$ cat config.mk
export PLATFORM = sky130hd
export DESIGN_NAME = reaction_game_ctrl
export DESIGN_NICKNAME = d
export VERILOG_FILES = /design/src/rtl/reaction_game_pkg.sv /design/src/rtl/game_clock.sv /design/src/rtl/reaction_game_ctrl.sv
export SDC_FILE = /design/constraint.sdc
export NUM_CORES = 1
export LEC_CHECK = 0
export BUFFER_PORTS_ARGS = -buffer_cell sky130_fd_sc_hd__buf_2
export CAP_MARGIN = 20
export CORE_MARGIN = 4
export CORE_UTILIZATION = 45
export CTS_CLUSTER_DIAMETER = 80
export DETAILED_ROUTE_END_ITERATION = 7
export PLACE_DENSITY = 0.73
export SYNTH_ARGS = -nofsm -noshare
export SYNTH_HDL_FRONTEND = slang
export SYNTH_SLANG_ARGS = --single-unit
$ cat constraint.sdc
create_clock -name clk -period 8.6 [get_ports clk]
set_input_delay 1.29 -clock clk [delete_from_list [all_inputs] [get_ports clk]]
set_output_delay 1.29 -clock clk [all_outputs]
set_load 0.005 [all_outputs]
$ cat src/rtl/reaction_game_pkg.sv
// Types and helpers shared by the reaction-time game controller and its game clock.
package reaction_game_pkg;

    typedef enum logic [2:0] {IDLE, GAP, SHOW, SCORE, DONE} game_state_t;

    localparam int SCORE_MAX = 99;

    function automatic int width_of(input int max_val);
        return (max_val < 2) ? 1 : $clog2(max_val + 1);
    endfunction

    function automatic int max_int(input int a, input int b);
        return (a > b) ? a : b;
    endfunction

    // Reduction is compared against the base first so the subtraction never wraps.
    function automatic int on_ms(input int lvl, input int base_ms, input int step_ms, input int min_ms);
        int cut;
        cut = step_ms * lvl;
        if (cut >= base_ms)
            return min_ms;
        return max_int(base_ms - cut, min_ms);
    endfunction

endpackage

$ cat src/rtl/game_clock.sv
// Millisecond-to-second prescaler and the game's seconds-remaining down-counter.
module game_clock
    import reaction_game_pkg::*;
#(
    parameter int GAME_SECONDS = 60,
    parameter int SEC_W        = 6
) (
    input  logic             clk,
    input  logic             reset,
    input  logic             enable,
    input  logic             load,
    input  logic             tick_ms,
    output logic [SEC_W-1:0] seconds_left,
    output logic             expired
);

    localparam int PRE_W = width_of(999);

    logic [PRE_W-1:0] ms_cnt;

    always_ff @(posedge clk or posedge reset) begin
        if (reset) begin
            ms_cnt       <= '0;
            seconds_left <= SEC_W'(GAME_SECONDS);
        end else if (load) begin
            ms_cnt       <= '0;
            seconds_left <= SEC_W'(GAME_SECONDS);
        end else if (enable && tick_ms && (seconds_left != '0)) begin
            if (ms_cnt == PRE_W'(999)) begin
                ms_cnt       <= '0;
                seconds_left <= seconds_left - 1'b1;
            end else begin
                ms_cnt <= ms_cnt + 1'b1;
            end
        end
    end

    assign expired = (seconds_left == '0);

endmodule

$ cat src/rtl/reaction_game_ctrl.sv
// Multi-target reaction game: round FSM, target mask generation and score/level/miss tracking.
module reaction_game_ctrl
    import reaction_game_pkg::*;
#(
    parameter int LED_NUM        = 18,
    parameter int MAX_TARGETS    = 3,
    parameter int GAME_SECONDS   = 60,
    parameter int BASE_ON_MS     = 1000,
    parameter int LEVEL_STEP_MS  = 200,
    parameter int MIN_ON_MS      = 200,
    parameter int HITS_PER_LEVEL = 5,
    parameter int MAX_LEVEL      = 7,
    parameter int MIN_GAP_MS     = 250
) (
    input  logic                       clk,
    input  logic                       reset,
    input  logic                       tick_ms,
    input  logic                       start_edge,
    input  logic [$clog2(LED_NUM)-1:0] rand_idx,
    input  logic [9:0]                 rand_delay,
    input  logic [LED_NUM-1:0]         switches,
    output logic [LED_NUM-1:0]         led_on,
    output logic [6:0]                 user_score,
    output logic [3:0]                 level,
    output logic [6:0]                 misses,
    output logic [5:0]                 seconds_left,
    output logic                       playing,
    output logic                       done
);

    localparam int STRIDE = LED_NUM / MAX_TARGETS;
    localparam int CNT_W  = width_of(max_int(MIN_GAP_MS + 1023, BASE_ON_MS));
    localparam logic [LED_NUM-1:0] ONE_BIT = LED_NUM'(1);

    function automatic logic [6:0] sat_add(input logic [6:0] a, input int b);
        int s;
        s = int'(a) + b;
        return (s > SCORE_MAX) ? 7'(SCORE_MAX) : 7'(s);
    endfunction

    function automatic logic [6:0] sat_dec(input logic [6:0] a);
        return (a == '0) ? a : a - 7'd1;
    endfunction

    function automatic logic [3:0] level_of(input logic [6:0] s);
        int l;
        l = int'(s) / HITS_PER_LEVEL;
        return (l > MAX_LEVEL) ? 4'(MAX_LEVEL) : 4'(l);
    endfunction

    game_state_t        state;
    logic [CNT_W-1:0]   round_cnt;
    logic [CNT_W-1:0]   gap_load;
    logic [CNT_W-1:0]   on_load;
    logic [LED_NUM-1:0] mask;
    logic [LED_NUM-1:0] snap;
    logic [LED_NUM-1:0] mask_new;
    logic [LED_NUM-1:0] diff;
    logic [6:0]         score_hit;
    logic               hit;
    logic               wrong;
    logic               expired;
    logic               clk_en;
    logic               clk_load;
    int                 k_cur;

    always_comb begin
        k_cur = int'(level) + 1;
        if (k_cur > MAX_TARGETS)
            k_cur = MAX_TARGETS;
    end

    // Targets are spread STRIDE apart, so every position stays below 2*LED_NUM and one wrap suffices.
    always_comb begin
        int base;
        int pos;
        base = int'(rand_idx);
        if (base >= LED_NUM)
            base = base - LED_NUM;
        mask_new = '0;
        for (int i = 0; i < MAX_TARGETS; i++) begin
            pos = base + i * STRIDE;
            if (pos >= LED_NUM)
                pos = pos - LED_NUM;
            if (i < k_cur)
                mask_new = mask_new | (ONE_BIT << pos);
        end
    end

    assign gap_load  = CNT_W'(MIN_GAP_MS + int'(rand_delay));
    assign on_load   = CNT_W'(on_ms(int'(level), BASE_ON_MS, LEVEL_STEP_MS, MIN_ON_MS));
    assign diff      = switches ^ snap;
    assign hit       = (diff == mask);
    assign wrong     = |(diff & ~mask);
    assign score_hit = sat_add(user_score, k_cur);
    assign clk_en    = (state == GAP) || (state == SHOW) || (state == SCORE);
    assign clk_load  = (state == IDLE) && start_edge;

    game_clock #(
        .GAME_SECONDS (GAME_SECONDS),
        .SEC_W        (6)
    ) u_clock (
        .clk          (clk),
        .reset        (reset),
        .enable       (clk_en),
        .load         (clk_load),
        .tick_ms      (tick_ms),
        .seconds_left (seconds_left),
        .expired      (expired)
    );

    always_ff @(posedge clk or posedge reset) begin
        if (reset) begin
            state      <= IDLE;
            round_cnt  <= '0;
            mask       <= '0;
            snap       <= '0;
            user_score <= '0;
            level      <= '0;
            misses     <= '0;
            led_on     <= '0;
            playing    <= 1'b0;
            done       <= 1'b0;
        end else begin
            case (state)
                IDLE: begin
                    if (start_edge) begin
                        user_score <= '0;
                        level      <= '0;
                        misses     <= '0;
                        round_cnt  <= gap_load;
                        playing    <= 1'b1;
                        state      <= GAP;
                    end
                end
                DONE: begin
                    if (start_edge) begin
                        done  <= 1'b0;
                        state <= IDLE;
                    end
                end
                default: begin
                    // Abort and expiry outrank anything the round itself would do this cycle.
                    if (start_edge) begin
                        led_on  <= '0;
                        playing <= 1'b0;
                        state   <= IDLE;
                    end else if (expired) begin
                        led_on  <= '0;
                        playing <= 1'b0;
                        done    <= 1'b1;
                        state   <= DONE;
                    end else begin
                        case (state)
                            GAP: begin
                                if (round_cnt == '0) begin
                                    snap      <= switches;
                                    mask      <= mask_new;
                                    led_on    <= mask_new;
                                    round_cnt <= on_load;
                                    state     <= SHOW;
                                end else if (tick_ms) begin
                                    round_cnt <= round_cnt - 1'b1;
                                end
                            end
                            SHOW: begin
                                if (hit) begin
                                    led_on <= '0;
                                    state  <= SCORE;
                                end else if (wrong || (round_cnt == '0)) begin
                                    misses    <= sat_add(misses, 1);
                                    if (wrong)
                                        user_score <= sat_dec(user_score);
                                    led_on    <= '0;
                                    round_cnt <= gap_load;
                                    state     <= GAP;
                                end else if (tick_ms) begin
                                    round_cnt <= round_cnt - 1'b1;
                                end
                            end
                            SCORE: begin
                                user_score <= score_hit;
                                level      <= level_of(score_hit);
                                round_cnt  <= gap_load;
                                state      <= GAP;
                            end
                            default: begin
                                playing <= 1'b0;
                                state   <= IDLE;
                            end
                        endcase
                    end
                end
            endcase
        end
    end

endmodule

# After elaboration in Yosys (flattened, before gate mapping)
# Cells that the tools add are included.
[classes]
mux = 74
eq_ne = 19
n_lt_le_gt_ge = 13
bitwise_logic = 10
addsub = 15
n_reduce_logical = 33
n_div = 1
multipliers = 1
shifts = 3
[ops]
columns = ["operator", "count"]
rows = [
  ["two-way mux 18 bit", 8],
  ["two-way mux 32 bit", 4],
  ["two-way mux 11 bit", 9],
  ["two-way mux 7 bit", 14],
  [">= comparator 32 x 6 -> 1 bit, second input constant", 3],
  ["<< shifter 1 x 32 -> 18 bit, first input constant", 3],
  ["subtractor 32 x 6 -> 32 bit, second input constant", 3],
  ["one-hot mux 7 bit (2 select lines)", 3],
  ["bitwise OR 18 bit", 2],
  ["one-hot mux 18 bit (2 select lines)", 1],
  ["one-hot mux 11 bit (3 select lines)", 1],
  ["adder 32 x 4 -> 32 bit, second input constant", 1],
  ["adder 32 x 5 -> 32 bit, second input constant", 1],
  ["divider 8 x 4 -> 32 bit, second input constant", 1],
  ["greater-than comparator 32 x 4 -> 1 bit, second input constant", 1],
  ["< comparator 1 x 32 -> 1 bit, first input constant", 1],
  ["two-way mux 10 bit", 3],
  ["one-hot mux 11 bit (2 select lines)", 1],
  ["two-way mux 3 bit", 7],
  ["two-way mux 4 bit", 5],
  ["bitwise AND 18 bit", 1],
  ["== test 18 bit", 1],
  ["two-way mux 6 bit", 3],
  ["NOT 18 bit", 1],
  ["58 further kinds", 91],
]
[word_totals]
register_bits = 104
in_bits = 37
out_inout_bits = 44
elab_cells = 181

# Logic depth before layout (Yosys ltp)
[depth]
depth_word = 14
depth_mapped = 33
depth_no_buf = 32

# Modules after synthesis
# Synthesis repeated with hierarchy kept, for this count alone.
[unflattened]
cells_unflattened = 1176
area_unflattened_um2 = 9524.1
[modules_own_cells]
columns = ["module", "cells_each", "seq_area_each_um2", "instances", "area_each_um2"]
rows = [
  ["reaction_game_ctrl", 1075, 2202.1, 1, 8560.7],
  ["game_clock", 101, 405.4, 1, 963.4],
]

# Worst setup path before layout
# No wires, ideal clock.
[synth_timing]
path_kind = "flip-flop to flip-flop"
start = "register level[0]"
end = "register level[0]"
path_stages_with_launch = 34
setup_ns = 0.133
synth_period_minus_slack_ns = 6.703
path_buffers = 1
required_ns = 8.467
slack_ns = 1.897
arrival_time_ns = 6.570
cell_sequence = "dfrtp_1 -> ha_1 -> xor2_1 -> a21oi_1 -> nand2_1 -> nor2_1 -> inv_1 -> ha_1 -> a21oi_1 -> o211a_1 -> nor4_1 -> a31oi_1 -> nand2_1 -> inv_1 -> ha_1 -> inv_1 -> nor4_2 -> o32ai_1 -> a21oi_1 -> buf_2 -> ha_1 -> a211o_4 -> a21oi_4 -> a22oi_2 -> nor4_4 -> nand2_1 -> xnor2_1 -> inv_1 -> ha_1 -> a311oi_1 -> o2111a_2 -> a211oi_1 -> a311oi_1 -> a31oi_1"
[synth_via]
elab_chain_len = 13
[synth_lines]
columns = ["item", "line_no", "source"]
rows = [
  ["start: declaration", "reaction_game_ctrl.sv:24", "output logic [3:0] level,"],
  ["start signal: assignment", "reaction_game_ctrl.sv:183", "level <= level_of(score_hit);"],
  ["adder 4 x 1 -> 5 bit (*)", "reaction_game_ctrl.sv:68", "k_cur = int'(level) + 1;"],
  ["greater-than comparator 5 x 2 -> 1 bit", "reaction_game_ctrl.sv:69", "if (k_cur > MAX_TARGETS)"],
  ["two-way mux 5 bit (*)", "reaction_game_ctrl.sv:69", ""],
  ["adder 7 x 5 -> 8 bit (*)", "reaction_game_ctrl.sv:37", "s = int'(a) + b;"],
  ["greater-than comparator 8 x 7 -> 1 bit", "reaction_game_ctrl.sv:38", "return (s > SCORE_MAX) ? 7'(SCORE_MAX) : 7'(s);"],
  ["two-way mux 7 bit (*)", "reaction_game_ctrl.sv:38", ""],
  ["divider 8 x 4 -> 32 bit (*)", "reaction_game_ctrl.sv:47", "l = int'(s) / HITS_PER_LEVEL;"],
  ["greater-than comparator 32 x 4 -> 1 bit", "reaction_game_ctrl.sv:48", "return (l > MAX_LEVEL) ? 4'(MAX_LEVEL) : 4'(l);"],
  ["two-way mux 4 bit (*)", "reaction_game_ctrl.sv:48", ""],
  ["two-way mux 4 bit (*)", "reaction_game_ctrl.sv:154", "case (state)"],
  ["two-way mux 4 bit (*)", "reaction_game_ctrl.sv:148", "end else if (expired) begin"],
  ["two-way mux 4 bit (*)", "reaction_game_ctrl.sv:144", "if (start_edge) begin"],
  ["one-hot mux 4 bit (2 select lines) (*)", "reaction_game_ctrl.sv:125", "case (state)"],
]
# Mark *: on every way between the ends. The rest lies on a longest branch, timed or not. The select of a mux whose other input is x is not followed.
# A chain may end at the register's enable or synchronous reset.

# Final worst setup path
# Ends and elaborated chain as after synthesis.

==> run_results.csv <==
group,metric,value,unit
run_status,run_status,"finished clean",
synthesis,synthCells,1166,
routing,route.final.wire_length,23.9,mm
clock_tree,clock_latency_late_sink,350,ps
synthesis,synth-edff-count,0,
setup_path,critical_path_required,8830,ps
timing,achievable-frequency,129,MHz
final_layout,final_core_util,50.4,%
clock_tree,htree_levels,3,
routing,detailedRoute.firstIterationViolations,604,
setup_path,end_kind,"flip-flop",
global_routing,grt_antenna_before_repair,0,
setup_path,worstPathArrival,8000,ps
floorplan,effective_utilization_at_floorplan,45.7,%
global_routing,globalRouteTotalUtil,20.7,%
clock_tree,clock_tree.root_cell,"sky130_fd_sc_hd__clkbuf_16",
global_routing,gr-total-overflow,0,
routing,drc_violation_count_after_routing,0,
clock_tree,clk_transition_reported_paths,80,ps
place,post-dp-hpwl,18.3,mm
routing,wirelength_met1,11.2,mm
setup_path,cp-start-kind,"flip-flop",
setup_path,worstSetupPathType,"flip-flop to flip-flop",
synthesis,synth.yosys.seq_area_share,28.2,%
routing,postRouteAntennaNets,0,
setup_path,worst_path_largest_cell_delay,500,ps
flow_run,maxCapViolCount,0,
floorplan,fp.dieArea,22900,sq um
synthesis,synth_area_leader_cell,"sky130_fd_sc_hd__dfrtp_1",
setup_path,timing.critical_path.slowest_stage_cell,"sky130_fd_sc_hd__dfrtp_1",
timing,worst_slew_margin_rel,36.3,%
timing,timing.final.setup_violations,0,
hold_path,min_path_type,"flip-flop to flip-flop",
timing,final.min_clock_period,7770,ps
routing,dr_total_vias,8697,
synthesis,synth_top_flop_cell,"sky130_fd_sc_hd__dfrtp_1",
place,buffer_ports.inserted,80,
final_layout,drive_above_1_share,12.0,%
synthesis,number_of_flip_flops_and_latches_in_the_synthesized_netlist,104,
routing,maxUsedRoutingLayer,"met4",
final_layout,antennaDiodeCount,0,
timing,pins_over_slew_limit,0,
clock_tree,cts_post_setup_buffers_inserted,0,
routing,met3RoutedLength,1.31,mm
place,gp_routability_congestion,0.959,
floorplan,chipWidth,151,um
setup_path,path_max_fanout,11,
routing,route.detailed.vias_per_inst,5.81,
setup_path,timing.critical_path.mode_cell,"sky130_fd_sc_hd__ha_1",
synthesis,synth_area_leaders,"sky130_fd_sc_hd__dfrtp_1, sky130_fd_sc_hd__ha_1, sky130_fd_sc_hd__nand2_1, sky130_fd_sc_hd__o21ai_0, sky130_fd_sc_hd__xor2_1",
final_layout,num-nets-final,1344,
synthesis,ys.warnings.count,0,
timing,hold_ws,483,ps
routing,wl_met2,10.8,mm
timing,timing_hold_violations_final,0,
clock_tree,cts.sinks,104,
global_routing,grt_max_degree,76,
timing,layout_worst_path_cycle_share,90.4,%
synthesis,most_repeated_cell_in_the_gate_level_netlist_after_synthesis,"sky130_fd_sc_hd__nand2_1",
pwr,powerDensity,402,nW/um^2
synthesis,mappedNetlistArea,9250,sq um
floorplan,die_h,151,um
pwr,report.power.total,4.10,mW
routing,dr.pass1.iters,6,
synthesis,synthTopCellsByCount,"sky130_fd_sc_hd__nand2_1, sky130_fd_sc_hd__dfrtp_1, sky130_fd_sc_hd__nor2_1",
pwr,ir_worst_vdd,0.266,mV
synthesis,ys_types,103,
setup_path,flop2flop_setup_slack,830,ps
timing,setup-tns-final,0,ps
synthesis,syn-mean-instance-area,7.93,sq um
global_routing,first_global_vias,8252,
pwr,power.static_leakage,4.88,nW
clock_tree,cts.path.max_buffers,2,
final_layout,layout-area-overhead-vs-synth,10.3,%
global_routing,grt_pass1_wl,39.7,mm
floorplan,core-area,20200,sq um
floorplan,rows,52,
timing,timing_worst_slew_pin_value,956,ps
synthesis,synth_largest_type_area_fraction,27.0,%
clock_tree,tritoncts.num_buffers,9,
timing,rsz_0062_raised_after_global_routing,"false",
clock_tree,tritoncts,"built",
routing,route.detailed.wl_per_inst,15.9,um
timing,fin_worst_skew,18.6,ps
synthesis,synth_async_sr_flop_share,100,%
floorplan,num_io_pins,81,
==> placed cells by master, fill, tap and decap left out, types with 6 or more instances in the layout <==
master / synthesis / final
sky130_fd_sc_hd__nand2_1: 187 / 187
sky130_fd_sc_hd__dfrtp_1: 100 / 100
sky130_fd_sc_hd__nor2_1: 90 / 89
sky130_fd_sc_hd__o21ai_0: 87 / 87
sky130_fd_sc_hd__ha_1: 83 / 83
sky130_fd_sc_hd__buf_2: 6 / 80
sky130_fd_sc_hd__inv_1: 69 / 68
sky130_fd_sc_hd__a21oi_1: 55 / 55
sky130_fd_sc_hd__xor2_1: 42 / 42
sky130_fd_sc_hd__nand3_1: 36 / 36
sky130_fd_sc_hd__nor3_1: 30 / 30
sky130_fd_sc_hd__xnor2_1: 27 / 27
sky130_fd_sc_hd__a21o_1: 24 / 24
sky130_fd_sc_hd__a31oi_1: 18 / 18
sky130_fd_sc_hd__nor2b_1: 17 / 17
sky130_fd_sc_hd__or3_1: 15 / 15
sky130_fd_sc_hd__nand4_1: 15 / 15
sky130_fd_sc_hd__o22ai_1: 14 / 14
sky130_fd_sc_hd__nor4_1: 13 / 13
sky130_fd_sc_hd__nand2b_1: 11 / 11
sky130_fd_sc_hd__and2_1: 10 / 10
sky130_fd_sc_hd__or4_1: 9 / 9
sky130_fd_sc_hd__o211ai_1: 9 / 9
sky130_fd_sc_hd__mux2i_1: 9 / 9
sky130_fd_sc_hd__clkbuf_16: 0 / 9
sky130_fd_sc_hd__and3_1: 8 / 8
sky130_fd_sc_hd__nor3b_1: 7 / 7
sky130_fd_sc_hd__o31ai_1: 7 / 7
sky130_fd_sc_hd__a22oi_1: 7 / 7
sky130_fd_sc_hd__a211oi_1: 6 / 6
sky130_fd_sc_hd__o21a_1: 6 / 6
==> through the flow <==
stage | area [sq um] | cells | setup slack [ps]
after floorplan | 9260 | 1168 | 1900
after global placement | 9850 | 1482 | 1090
after detailed placement | 9850 | 1482 | 820
after CTS | 10200 | 1498 | 771
after global routing | 10200 | 1498 | 82.4
final | 10200 | 1498 | 828
==> area by class of cell <==
class,count,area (sq um)
fill,1914,10000
multi-input combinational,952,6200
sequential,104,2610
timing repair buffer,84,430
tap,270,338
inverter,72,278
clock buffer,9,225
clock inverter,7,124
==> power breakdown <==
part	internal (mW)	leakage [nW]	switching, mW
clock	0.265	0.169	0.207
sequential	0.624	1.34	0.149
combinational	1.12	3.36	1.74
==> kinds of logic (layout without fill, tap and decap cells) <==
logic type | count (synthesis) | after routing | share of synthesized area [%]
other cells | 1 | 3 | 0.0405
flops | 104 | 104 | 28.2
buf+inv | 112 | 172 | 4.88
fa+ha+maj | 84 | 84 | 11.4
compound gates | 310 | 310 | 22.7
mux | 11 | 11 | 1.22
simple gates | 474 | 474 | 24.7
xor+xnor | 70 | 70 | 6.83
==> timing repair <==
action,in CTS,in global routing
hold buffers,0,0
endpoints found under the setup margin,0,1
gates resized for setup,0,1
endpoints found under the hold margin,0,0
==> sequential cells by signal, summed over array words and instances, names as in the netlist <==
name	cells
led_on	18
mask	18
snap	18
round_cnt	11
u_clock.ms_cnt	10
misses	7
user_score	7
u_clock.seconds_left	6
level	4
state	3
done	1
playing	1
==> metal layers <==
layer | global-route usage [%] | vias to the layer above
li1 | - | 4295
met1 | 28.3 | 4079
met2 | 33.8 | 272
met3 | 3.62 | 51
met4 | 5.80 | 0
met5 | 0 | -
==> worst paths after layout <==
kind                            cells after the start           endpoint      from
worst max-delay path                               32           level[0]  level[0]
worst min register to register                      1            mask[1]   mask[1]
min in group asynchronous                           2  u_clock.ms_cnt[6]     reset
worst min-delay path                                1            mask[1]   mask[1]
max in group asynchronous                           3            mask[7]     reset
worst max register to register                     32           level[0]  level[0]
==> critical path, delay by kind of cell (launching register included) <==
family / cells / cell delay [ps]
AOI/OAI and AO/OA: 14 / 3330
xor gates and xnor gates: 2 / 390
adders and majority gates: 5 / 1350
buffers and inverters: 4 / 420
DFF: 1 / 500
and+or+nand+nor: 7 / 1650
(Power assumes the default switching activity.)
